[config.mk]
export PLATFORM = sky130hd
export DESIGN_NAME = bf_fetch
export DESIGN_NICKNAME = d
export VERILOG_FILES = /design/src/rtl/bf_fetch.sv
export SDC_FILE = /design/constraint.sdc
export NUM_CORES = 1
export LEC_CHECK = 0
export CAP_MARGIN = 10
export CORE_AREA = 2 2 104 81
export CTS_CLUSTER_DIAMETER = 120
export CTS_CLUSTER_SIZE = 25
export DETAILED_ROUTE_END_ITERATION = 16
export DIE_AREA = 0 0 106 83
export PLACE_DENSITY = 0.73
export SLEW_MARGIN = 20
export SYNTH_ARGS = -nofsm -noshare
export SYNTH_HDL_FRONTEND = slang
export SYNTH_SLANG_ARGS = --single-unit
[constraint.sdc]
create_clock -name clk -period 2.7 [get_ports clk]
set_clock_uncertainty 0.2 [all_clocks]
set_input_delay 0.54 -clock clk [delete_from_list [all_inputs] [get_ports clk]]
set_output_delay 0.54 -clock clk [all_outputs]
set_load 0.01 [all_outputs]
[src/rtl/bf_fetch.sv]
// Instruction fetch and bracket-matching loop control for the bfX core.
// Walks the code region two clocks per byte and presents decoded instructions over valid/ready.
module bf_fetch #(
    parameter int unsigned CODE_BASE  = 0,
    parameter int unsigned CODE_DEPTH = 256,
    parameter int unsigned DEPTH_W    = 8
) (
    input  logic        clk,
    input  logic        rst,
    output logic [15:0] mem_addr,
    input  logic [7:0]  mem_data,
    output logic        instr_valid,
    output logic [7:0]  instr,
    output logic [15:0] instr_pc,
    input  logic        instr_ready,
    input  logic        jump_req,
    output logic        halt,
    output logic        error
);

    // state     | meaning
    // S_LOAD    | pc on mem_addr, memory capturing byte
    // S_DECODE  | classify mem_data: instruction / comment / end
    // S_PRESENT | instr_valid=1, waiting for instr_ready
    // S_SF_LOAD | forward scan, pc on mem_addr
    // S_SF_SMP  | forward scan, classify byte and track depth
    // S_SB_LOAD | backward scan, pc on mem_addr
    // S_SB_SMP  | backward scan, classify byte and track depth
    // S_HALT    | end of program, sticky until rst
    // S_ERROR   | unmatched bracket or depth overflow, sticky until rst
    typedef enum logic [3:0] {
        S_LOAD, S_DECODE, S_PRESENT, S_SF_LOAD, S_SF_SMP,
        S_SB_LOAD, S_SB_SMP, S_HALT, S_ERROR
    } state_t;

    localparam logic [15:0]        PC_BASE   = 16'(CODE_BASE);
    localparam logic [15:0]        PC_END    = 16'(CODE_BASE + CODE_DEPTH);
    localparam logic [DEPTH_W-1:0] DEPTH_MAX = '1;
    localparam logic [DEPTH_W-1:0] DEPTH_ONE = DEPTH_W'(1);
    localparam logic [7:0]         CH_OPEN   = 8'h5B;
    localparam logic [7:0]         CH_CLOSE  = 8'h5D;

    state_t             state_q, state_d;
    logic [15:0]        pc_q, pc_d;
    logic [15:0]        ipc_q, ipc_d;
    logic [7:0]         instr_q, instr_d;
    logic [DEPTH_W-1:0] depth_q, depth_d;
    logic               step_back;

    function automatic logic is_instr(input logic [7:0] b);
        case (b)
            8'h2B, 8'h2D, 8'h3C, 8'h3E, 8'h2E, 8'h2C, 8'h5B, 8'h5D: is_instr = 1'b1;
            default: is_instr = 1'b0;
        endcase
    endfunction

    always_ff @(posedge clk or posedge rst) begin
        if (rst) begin
            state_q <= S_LOAD;
            pc_q    <= PC_BASE;
            ipc_q   <= PC_BASE;
            instr_q <= 8'h00;
            depth_q <= '0;
        end else begin
            state_q <= state_d;
            pc_q    <= pc_d;
            ipc_q   <= ipc_d;
            instr_q <= instr_d;
            depth_q <= depth_d;
        end
    end

    always_comb begin
        state_d   = state_q;
        pc_d      = pc_q;
        ipc_d     = ipc_q;
        instr_d   = instr_q;
        depth_d   = depth_q;
        step_back = 1'b0;

        case (state_q)
            S_LOAD: begin
                state_d = (pc_q == PC_END) ? S_HALT : S_DECODE;
            end
            S_DECODE: begin
                if (mem_data == 8'h00) begin
                    state_d = S_HALT;
                end else if (is_instr(mem_data)) begin
                    instr_d = mem_data;
                    ipc_d   = pc_q;
                    state_d = S_PRESENT;
                end else begin
                    pc_d    = pc_q + 16'd1;
                    state_d = S_LOAD;
                end
            end
            S_PRESENT: begin
                if (instr_ready) begin
                    if (jump_req && instr_q == CH_OPEN) begin
                        depth_d = DEPTH_ONE;
                        pc_d    = pc_q + 16'd1;
                        state_d = S_SF_LOAD;
                    end else if (jump_req && instr_q == CH_CLOSE) begin
                        if (pc_q == PC_BASE) begin
                            state_d = S_ERROR;
                        end else begin
                            depth_d = DEPTH_ONE;
                            pc_d    = pc_q - 16'd1;
                            state_d = S_SB_LOAD;
                        end
                    end else begin
                        pc_d    = pc_q + 16'd1;
                        state_d = S_LOAD;
                    end
                end
            end
            S_SF_LOAD: begin
                state_d = (pc_q == PC_END) ? S_ERROR : S_SF_SMP;
            end
            S_SF_SMP: begin
                pc_d    = pc_q + 16'd1;
                state_d = S_SF_LOAD;
                if (mem_data == 8'h00) begin
                    pc_d    = pc_q;
                    state_d = S_ERROR;
                end else if (mem_data == CH_OPEN) begin
                    if (depth_q == DEPTH_MAX) begin
                        pc_d    = pc_q;
                        state_d = S_ERROR;
                    end else begin
                        depth_d = depth_q + DEPTH_ONE;
                    end
                end else if (mem_data == CH_CLOSE) begin
                    depth_d = depth_q - DEPTH_ONE;
                    if (depth_q == DEPTH_ONE) begin
                        state_d = S_LOAD;
                    end
                end
            end
            S_SB_LOAD: begin
                state_d = S_SB_SMP;
            end
            S_SB_SMP: begin
                step_back = 1'b1;
                if (mem_data == CH_CLOSE) begin
                    if (depth_q == DEPTH_MAX) begin
                        step_back = 1'b0;
                        state_d   = S_ERROR;
                    end else begin
                        depth_d = depth_q + DEPTH_ONE;
                    end
                end else if (mem_data == CH_OPEN) begin
                    depth_d = depth_q - DEPTH_ONE;
                    if (depth_q == DEPTH_ONE) begin
                        step_back = 1'b0;
                        pc_d      = pc_q + 16'd1;
                        state_d   = S_LOAD;
                    end
                end
                // Underflow is checked before the decrement so the pc never wraps.
                if (step_back) begin
                    if (pc_q == PC_BASE) begin
                        state_d = S_ERROR;
                    end else begin
                        pc_d    = pc_q - 16'd1;
                        state_d = S_SB_LOAD;
                    end
                end
            end
            S_HALT:  state_d = S_HALT;
            S_ERROR: state_d = S_ERROR;
            default: state_d = S_ERROR;
        endcase
    end

    assign mem_addr    = pc_q;
    assign instr       = instr_q;
    assign instr_pc    = ipc_q;
    assign instr_valid = (state_q == S_PRESENT);
    assign halt        = (state_q == S_HALT);
    assign error       = (state_q == S_ERROR);

endmodule

Word level (Yosys, flattened, before mapping):

Cells that the tools add are included.
Widths: inputs -> output; s select.

* flip-flop bits (word level): 52
* input port bits: 12
* logic and storage cells: 109

* $add $sub $neg: 4
* equal/unequal tests: 34
* mux-type cells: 53
* bitwise logic cells: 1
* reductions and logical operators: 12

Operator list (count)
* $mux 16: 14
* $mux 8: 10
* $pmux 16 s4: 1
* $mux 4: 13
* $eq 8x6->1 const B: 6
* $eq 8x7->1 const B: 4
* $pmux 4 s8: 1
* $pmux 8 s3: 1
* $add 16x1->16 const B: 1
* $eq 16x9->1 const B: 1
* $eq 4x3->1 const B: 4
* $logic_not 16->1: 1
* $ne 4x4->1 const B: 4
* $sub 16x1->16 const B: 1
* $reduce_and 7->1: 2
* $ne 3x3->1 const B: 4
* $add 8x1->8 const B: 1
* $eq 4x2->1 const B: 2
* $eq 8x1->1 const B: 1
* $eq 8x8->1 const B: 1
* $logic_not 8->1: 1
* $mux 1: 8
* $reduce_or 8->1: 1
* $sub 8x1->8 const B: 1
* other kinds (14): 20

Logic depth before layout (Yosys ltp):

Gate-level depths: netlist of the first run.

* word-level depth: 8
* depth in mapped cells: 10
* gate-level depth less buffers: 9

Worst setup path before layout of the first run:

Ideal clock, no wire load.

* path kind: reg2reg
* from: register pc_q[0], in the netlist mem_addr[0]
* to: register pc_q[3], in the netlist mem_addr[3]
* library setup time: 0.123 ns
* arrival time: 2.302 ns
* data required time: 2.377 ns
* path slack: 0.075 ns
* stages on the path, launching flop included: 11
* clock period less this slack: 2.625 ns
* cell sequence: dfrtp_1 > inv_1 > ha_1 > or4b_4 > nand4b_4 > o211a_2 > a21oi_4 > buf_6 > a21oi_2 > nor3_2 > o21ai_1

* cells in the longest elaborated chain, start to end: 7
* elaborated cells on any way between the ends: 20
* those cells by class: add/sub: 2; eq/ne: 1; mux: 15; reduce/logical: 2

Ends and longest elaborated chain
* from (decl): line 44 `logic [15:0] pc_q, pc_d;`
* from (signal assigned): line 66 `pc_q <= pc_d;`
* $add 16x1->16
* $mux 16: line 154 `if (depth_q == DEPTH_ONE) begin`
* $mux 16: line 152 `end else if (mem_data == CH_OPEN) begin`
* $mux 16: line 145 `if (mem_data == CH_CLOSE) begin`
* $mux 16: line 162 `if (pc_q == PC_BASE) begin`
* $mux 16: line 161 `if (step_back) begin`
* $pmux 16 s4: line 81 `case (state_q)`

Several ways; a longest one is shown, not always the timed one. The select of a mux whose other input is x is not followed.
A chain may end at the register's enable or synchronous reset.

Worst setup path in the final report of the first run:

* from: register state_q[0]
* to: output port instr_valid

* cells in the longest elaborated chain, start to end: 1

Ends and longest elaborated chain
* from (decl): line 43 `state_t state_q, state_d;`
* from (signal assigned): line 65 `state_q <= state_d;`
* $eq 4x2->1: line 179 `assign instr_valid = (state_q == S_PRESENT);`
* to (decl): line 12 `output logic instr_valid,`

No other way between the ends.

==> flow_summary.toml, run 1 <==
[run_status]
status = "finished, final reports clean"

[detailed_routing]
drtIter0Drc = 325
firstDrtPassIters = 5
totalWireLength_um = 10900
drt-vias-per-instance = 6.07
ant_nets = 0
drc = 0
route.vias.total = 3892
routedWlPerCell_um = 17.0

[die]
die_area_mm2 = 0.00880
io_pins = 55
start_util_pct = 48.2
die_h_um = 83
core_mm2 = 0.00774
fp-row-count = 28
fp.dieW_um = 106

[yosys]
synth_top_cell_by_area = "dfrtp_1"
async_flop_share_pct = 100
synth_top_area_share_pct = 34.9
synth_nets = 441
synthesis.area_mm2 = 0.00373
yosysSeqAreaShare_pct = 34.9
synthAdderAreaFrac_pct = 2.01
synth-edff-count = 0
synth_top_flop_cell = "dfrtp_1"
synth_xor_area_share_pct = 1.88
syn_area_per_cell_um2 = 8.82
synth_top_family_by_area = "simple AND/OR/NAND/NOR gates"
synth.area.mux_share_pct = 7.98
ys_seq_elements = 52
ys_warn_count = 0
yosys-top-cells-area = "dfrtp_1 35%, mux2_2 6.6%, nor2_1 4.3%"
synth.distinct_cells = 77
syn_inst = 423
synth-compound-area-share_pct = 22.3
synth-simple-area-share_pct = 25.9

[power_and_ir_drop]
powerDensity_mw_per_mm2 = 841
ir_drop_uv = 497
p_leak_nw = 2.14
power_mw = 4.26

[sta]
finalCritPeriodShare_pct = 97.0
worst_slack_ns = 0.0807
holdWs_ns = 0.311
fmax_mhz = 382
fin_crit_ns = 2.62
setup_tns_ns = 0
report.final.setup_viol = 0
relSlewSlack_pct = 66.6
hold_viol = 0
drv_slew = 0
tightest_slew_ns = 0.496

[cells_and_area]
nNetsFinal = 553
layout_common_cells = "75 x buf_4, 51 x clkdlybuf4s50_1, 49 x dfrtp_1"
fin_area_mm2 = 0.00506
diodes = 0
area_growth_pct = 35.6
final_common_cell = "buf_4"
stdcell_count = 641
drive_gt1_share_pct = 28.0
final_util_pct = 65.3

[critical_path]
cp_slowest_cell = "clkdlybuf4s50_1"
cpLargestDelayFamily = "simple AND/OR/NAND/NOR gates"
path_class = "flop to output pin"
worstPathCellList = "or3b_4, nor2_4, clkdlybuf4s50_1"
end_kind = "output pin"
slowest_delay_ns = 0.55
critPathBufInv = 1
critPathLaunchType = "flop"
crit_arrival_ns = 1.88
crit_required_ns = 1.96
path_max_fanout = 6

[clock_network]
clk_path_buf_depth = 2
cts_root_buf = "clkbuf_8"
clk_latency_ns = 0.32
clk_pin_slew_ns = 0.11
cts_buffers = 5
cts_tree = "yes"
cts-htree-levels = 2
cts.sinks = 52

[placed_design]
place.gp.congestion = 0.930
io_buffers = 54
dpl_cell_area_mm2 = 0.00485
dp_cells = 628
dp_hpwl_um = 8000
pre_cts_ws_ns = -0.334

[grt]
antenna_found_initial = 0
overflow = 0
grt_util_all_layers_pct = 25.4
grt_pass1_vias = 3677
grt_first_pass_wirelength_um = 18200
grt_max_degree = 34

[run]
drv_cap = 0

[worst_hold_path]
hold_class = "flop to flop"
cell type report:
cell class / instances / area, um2
clock buffer: 8 / 90.1
fill: 647 / 2690
inverter: 12 / 45.0
multi-input combinational: 332 / 2320
sequential: 52 / 1310
tap: 105 / 131
timing repair buffer: 132 / 1160
final timing paths:
check	start	to	slack [ns]	cells after the start
setup / recovery	state_q[0]$_DFFE_PP0P_	instr_valid	0.08	3
hold / removal	instr_pc[5]$_DFFE_PP0P_	instr_pc[5]$_DFFE_PP0P_	0.31	1
setup reg to reg	mem_addr[0]$_DFFE_PP0P_	state_q[2]$_DFFE_PP0P_	0.10	8
hold reg to reg	instr_pc[5]$_DFFE_PP0P_	instr_pc[5]$_DFFE_PP0P_	0.31	1
max in group asynchronous	rst	depth_q[1]$_DFFE_PP0P_	1.40	3
min in group asynchronous	rst	instr_pc[15]$_DFFE_PP0P_	0.33	2
Yosys cell counts (12+ instances only):
cell,instances
buf_2,12
nor3_1,12
nor2_1,43
a21oi_1,18
mux2_2,22
nand2_1,24
o21ai_1,14
dfrtp_1,52
inv_1,12
o21ai_0,25
a31oi_1,12
nand3_1,18
logic make-up (layout without fill, tap and decap cells):
group / after synthesis / in the layout
DFF: 52 / 52
muxes: 27 / 27
adders and majority gates: 6 / 6
xor gates and xnor gates: 8 / 8
and+or+nand+nor: 166 / 167
AOI/OAI and AO/OA: 124 / 124
buffers and inverters: 40 / 152
state kept, by name, summed over array words and instances, names as in the netlist:
register and cells:
instr_pc 16, mem_addr 16, depth_q 8, instr 8, state_q 4
layer usage:
| layer | track usage [%] | vias up | share of wire (%) |
|---|---|---|---|
| met5 | 0 | - | 0 |
| met1 | 37.2 | 1874 | 47 |
| met4 | 6.34 | 0 | 1.2 |
| met3 | 4.24 | 16 | 7.8 |
| met2 | 38.9 | 183 | 44 |
| li1 | - | 1819 | - |
timing repair:
action / 4_1_cts / 5_1_grt
hold buffers: 0 / 0
setup endpoints to repair: 2 / 18
resized for setup: 4 / 21
cloned: 0 / 1
setup buffers: 0 / 4
pin swaps: 1 / 4
report_power, final:
group | switching, mW | internal (mW) | total [mW]
clock | 0.272 | 0.210 | 0.482
sequential | 0.233 | 1.02 | 1.25
combinational | 1.33 | 1.19 | 2.52
total | 1.84 | 2.42 | 4.26
(Power assumes the default switching activity.)
==> run 2: changes to the inputs <==
==> constraint.sdc (replaced) <==
create_clock -name clk -period 2.7 [get_ports clk]
set_clock_uncertainty 0.2 [all_clocks]
set_input_delay 0.27 -clock clk [delete_from_list [all_inputs] [get_ports clk]]
set_output_delay 0.27 -clock clk [all_outputs]
set_load 0.01 [all_outputs]
==> run 2 against run 1 <==
  * Combinational power decreased by 4%
  * First-iteration DRC count rose by 14%
  * Sequential share of layout area up 0.84 points
  * Hold slack got worse by 0.17 ns
  * Flip-flop and latch count unchanged
  * Clock-buffer cell count fell by 2
  * Clock power shrank 4.1%
  * Register-to-register slack gained 0.02 ns
  * Sequential power about the same
  * Critical endpoint unchanged
  * Largest power group unchanged
==> flow_summary.toml, run 2 (same netlist as run 1, synthesis figures left out) <==
[cells_and_area]
drive_gt1_share_pct = 23.9
final_common_cell = "buf_4"
layout_common_cells = "63 x buf_4, 54 x clkdlybuf4s50_1, 51 x dfrtp_1"
area_growth_pct = 31.1
nNetsFinal = 539
final_util_pct = 63.1
fillers = 660
diodes = 0

[sta]
report.final.setup_viol = 0
drv_slew = 0
tightest_slew_ns = 0.608
fin_crit_ns = 2.61
finalCritPeriodShare_pct = 96.6
fmax_mhz = 383
holdWs_ns = 0.141
relSlewSlack_pct = 59.4
rsz0062_at_grt = "yes"
setup_tns_ns = 0
worst_slack_ns = 0.0919
hold_viol = 0

[placed_design]
dp_hpwl_um = 7970
io_buffers = 54
place.gp.congestion = 0.943
pre_cts_ws_ns = -0.103

[detailed_routing]
firstDrtPassIters = 6
totalWireLength_um = 10600
ant_nets = 0
drt-vias-per-instance = 6.06
drc = 0
routedWlPerCell_um = 16.9
route.vias.total = 3798
drtIter0Drc = 372

[die]
core_mm2 = 0.00774
fp-row-count = 28
die_h_um = 83
io_pins = 55
fp.dieW_um = 106
die_area_mm2 = 0.00880
start_util_pct = 48.2

[clock_network]
cts-htree-levels = 2
cts_buffers = 5
clk_path_buf_depth = 2
cts_root_buf = "clkbuf_8"
cts_tree = "yes"
clk_pin_slew_ns = 0.10
clk_latency_ns = 0.32
cts.sinks = 52

[critical_path]
slowest_delay_ns = 0.54
path_class = "flop to output pin"
cp_slowest_cell = "or3b_1"
path_max_fanout = 8
crit_arrival_ns = 2.14
critPathLaunchType = "flop"
end_kind = "output pin"
worstPathCellList = "or3b_1, nor2_1, buf_4, clkdlybuf4s50_1"
reg2reg_depth = 10
crit_required_ns = 2.23

[run]
drv_cap = 0

[run_status]
status = "finished, final reports clean"

[grt]
antenna_found_initial = 0
overflow = 0
grt_pass1_vias = 3610
grt_util_all_layers_pct = 25.2
grt_max_degree = 29
grt_first_pass_wirelength_um = 18200

[power_and_ir_drop]
p_leak_nw = 2.04
powerDensity_mw_per_mm2 = 846
ir_drop_uv = 444

[worst_hold_path]
hold_class = "primary input to asynchronous set/reset pin"
==> run 2: where the power goes <==
part	switching [mW]	internal, mW	leakage, nW	total [mW]
sequential	0.249	1.02	0.687	1.27
combinational	1.27	1.14	1.31	2.41
clock	0.277	0.185	0.0414	0.462
==> run 2: critical path: cells and delay by family (launching register included) <==
kind                   cells  cell delay [ns]
AND/OR/NAND/NOR            2             0.75
buffers and inverters      2             0.69
flip-flops                 1             0.38
==> run 2: area by class of cell <==
class                   instances  area, um2  share of cell area, %
clock buffers                   6       72.6                   1.48
repair buffers                119       1040                   21.4
inverters                      12       45.0                  0.921
clock inverters                 2       16.3                  0.333
multi-input cells             331       2280                   46.6
flip-flops and latches         52       1300                   26.6
well taps                     105        131                   2.69
==> run 2: through the flow <==
step / instances / power (mW) / instance area, um2
after CTS: 624 / 4.11 / 4830
after global routing: 627 / 4.47 / 4890
after detailed placement: 616 / 3.63 / 4740
after floorplan: 423 / 2.58 / 3730
after global placement: 616 / 3.57 / 4740
final: 627 / 4.13 / 4890
==> run 2: path summary, 6_finish.rpt <==
kind	startpoint	endpoint	slack, ns
hold / removal	rst	instr_pc[13]$_DFFE_PP0P_	0.14
hold reg to reg	instr_pc[9]$_DFFE_PP0P_	instr_pc[9]$_DFFE_PP0P_	0.32
setup reg to reg	mem_addr[1]$_DFFE_PP0P_	mem_addr[5]$_DFFE_PP0P_	0.12
min in group clk	instr_pc[9]$_DFFE_PP0P_	instr_pc[9]$_DFFE_PP0P_	0.32
max in group asynchronous	rst	depth_q[1]$_DFFE_PP0P_	1.58
setup / recovery	state_q[0]$_DFFE_PP0P_	instr_valid	0.09
==> run 2: per-layer routing <==
| metal | global-route usage (%) | routed length [um] | vias up |
|---|---|---|---|
| met5 | 0 | 0 | - |
| li1 | - | - | 1778 |
| met2 | 38.0 | 4620 | 181 |
| met4 | 5.26 | 112 | 0 |
| met1 | 37.4 | 5020 | 1826 |
| met3 | 5.10 | 879 | 13 |
==> run 2: repair_timing <==
item,4_1_cts,5_1_grt
endpoints found under the hold margin,0,0
buffers inserted,0,3
resized for setup,0,8
setup endpoints to repair,0,15
hold buffers,0,0
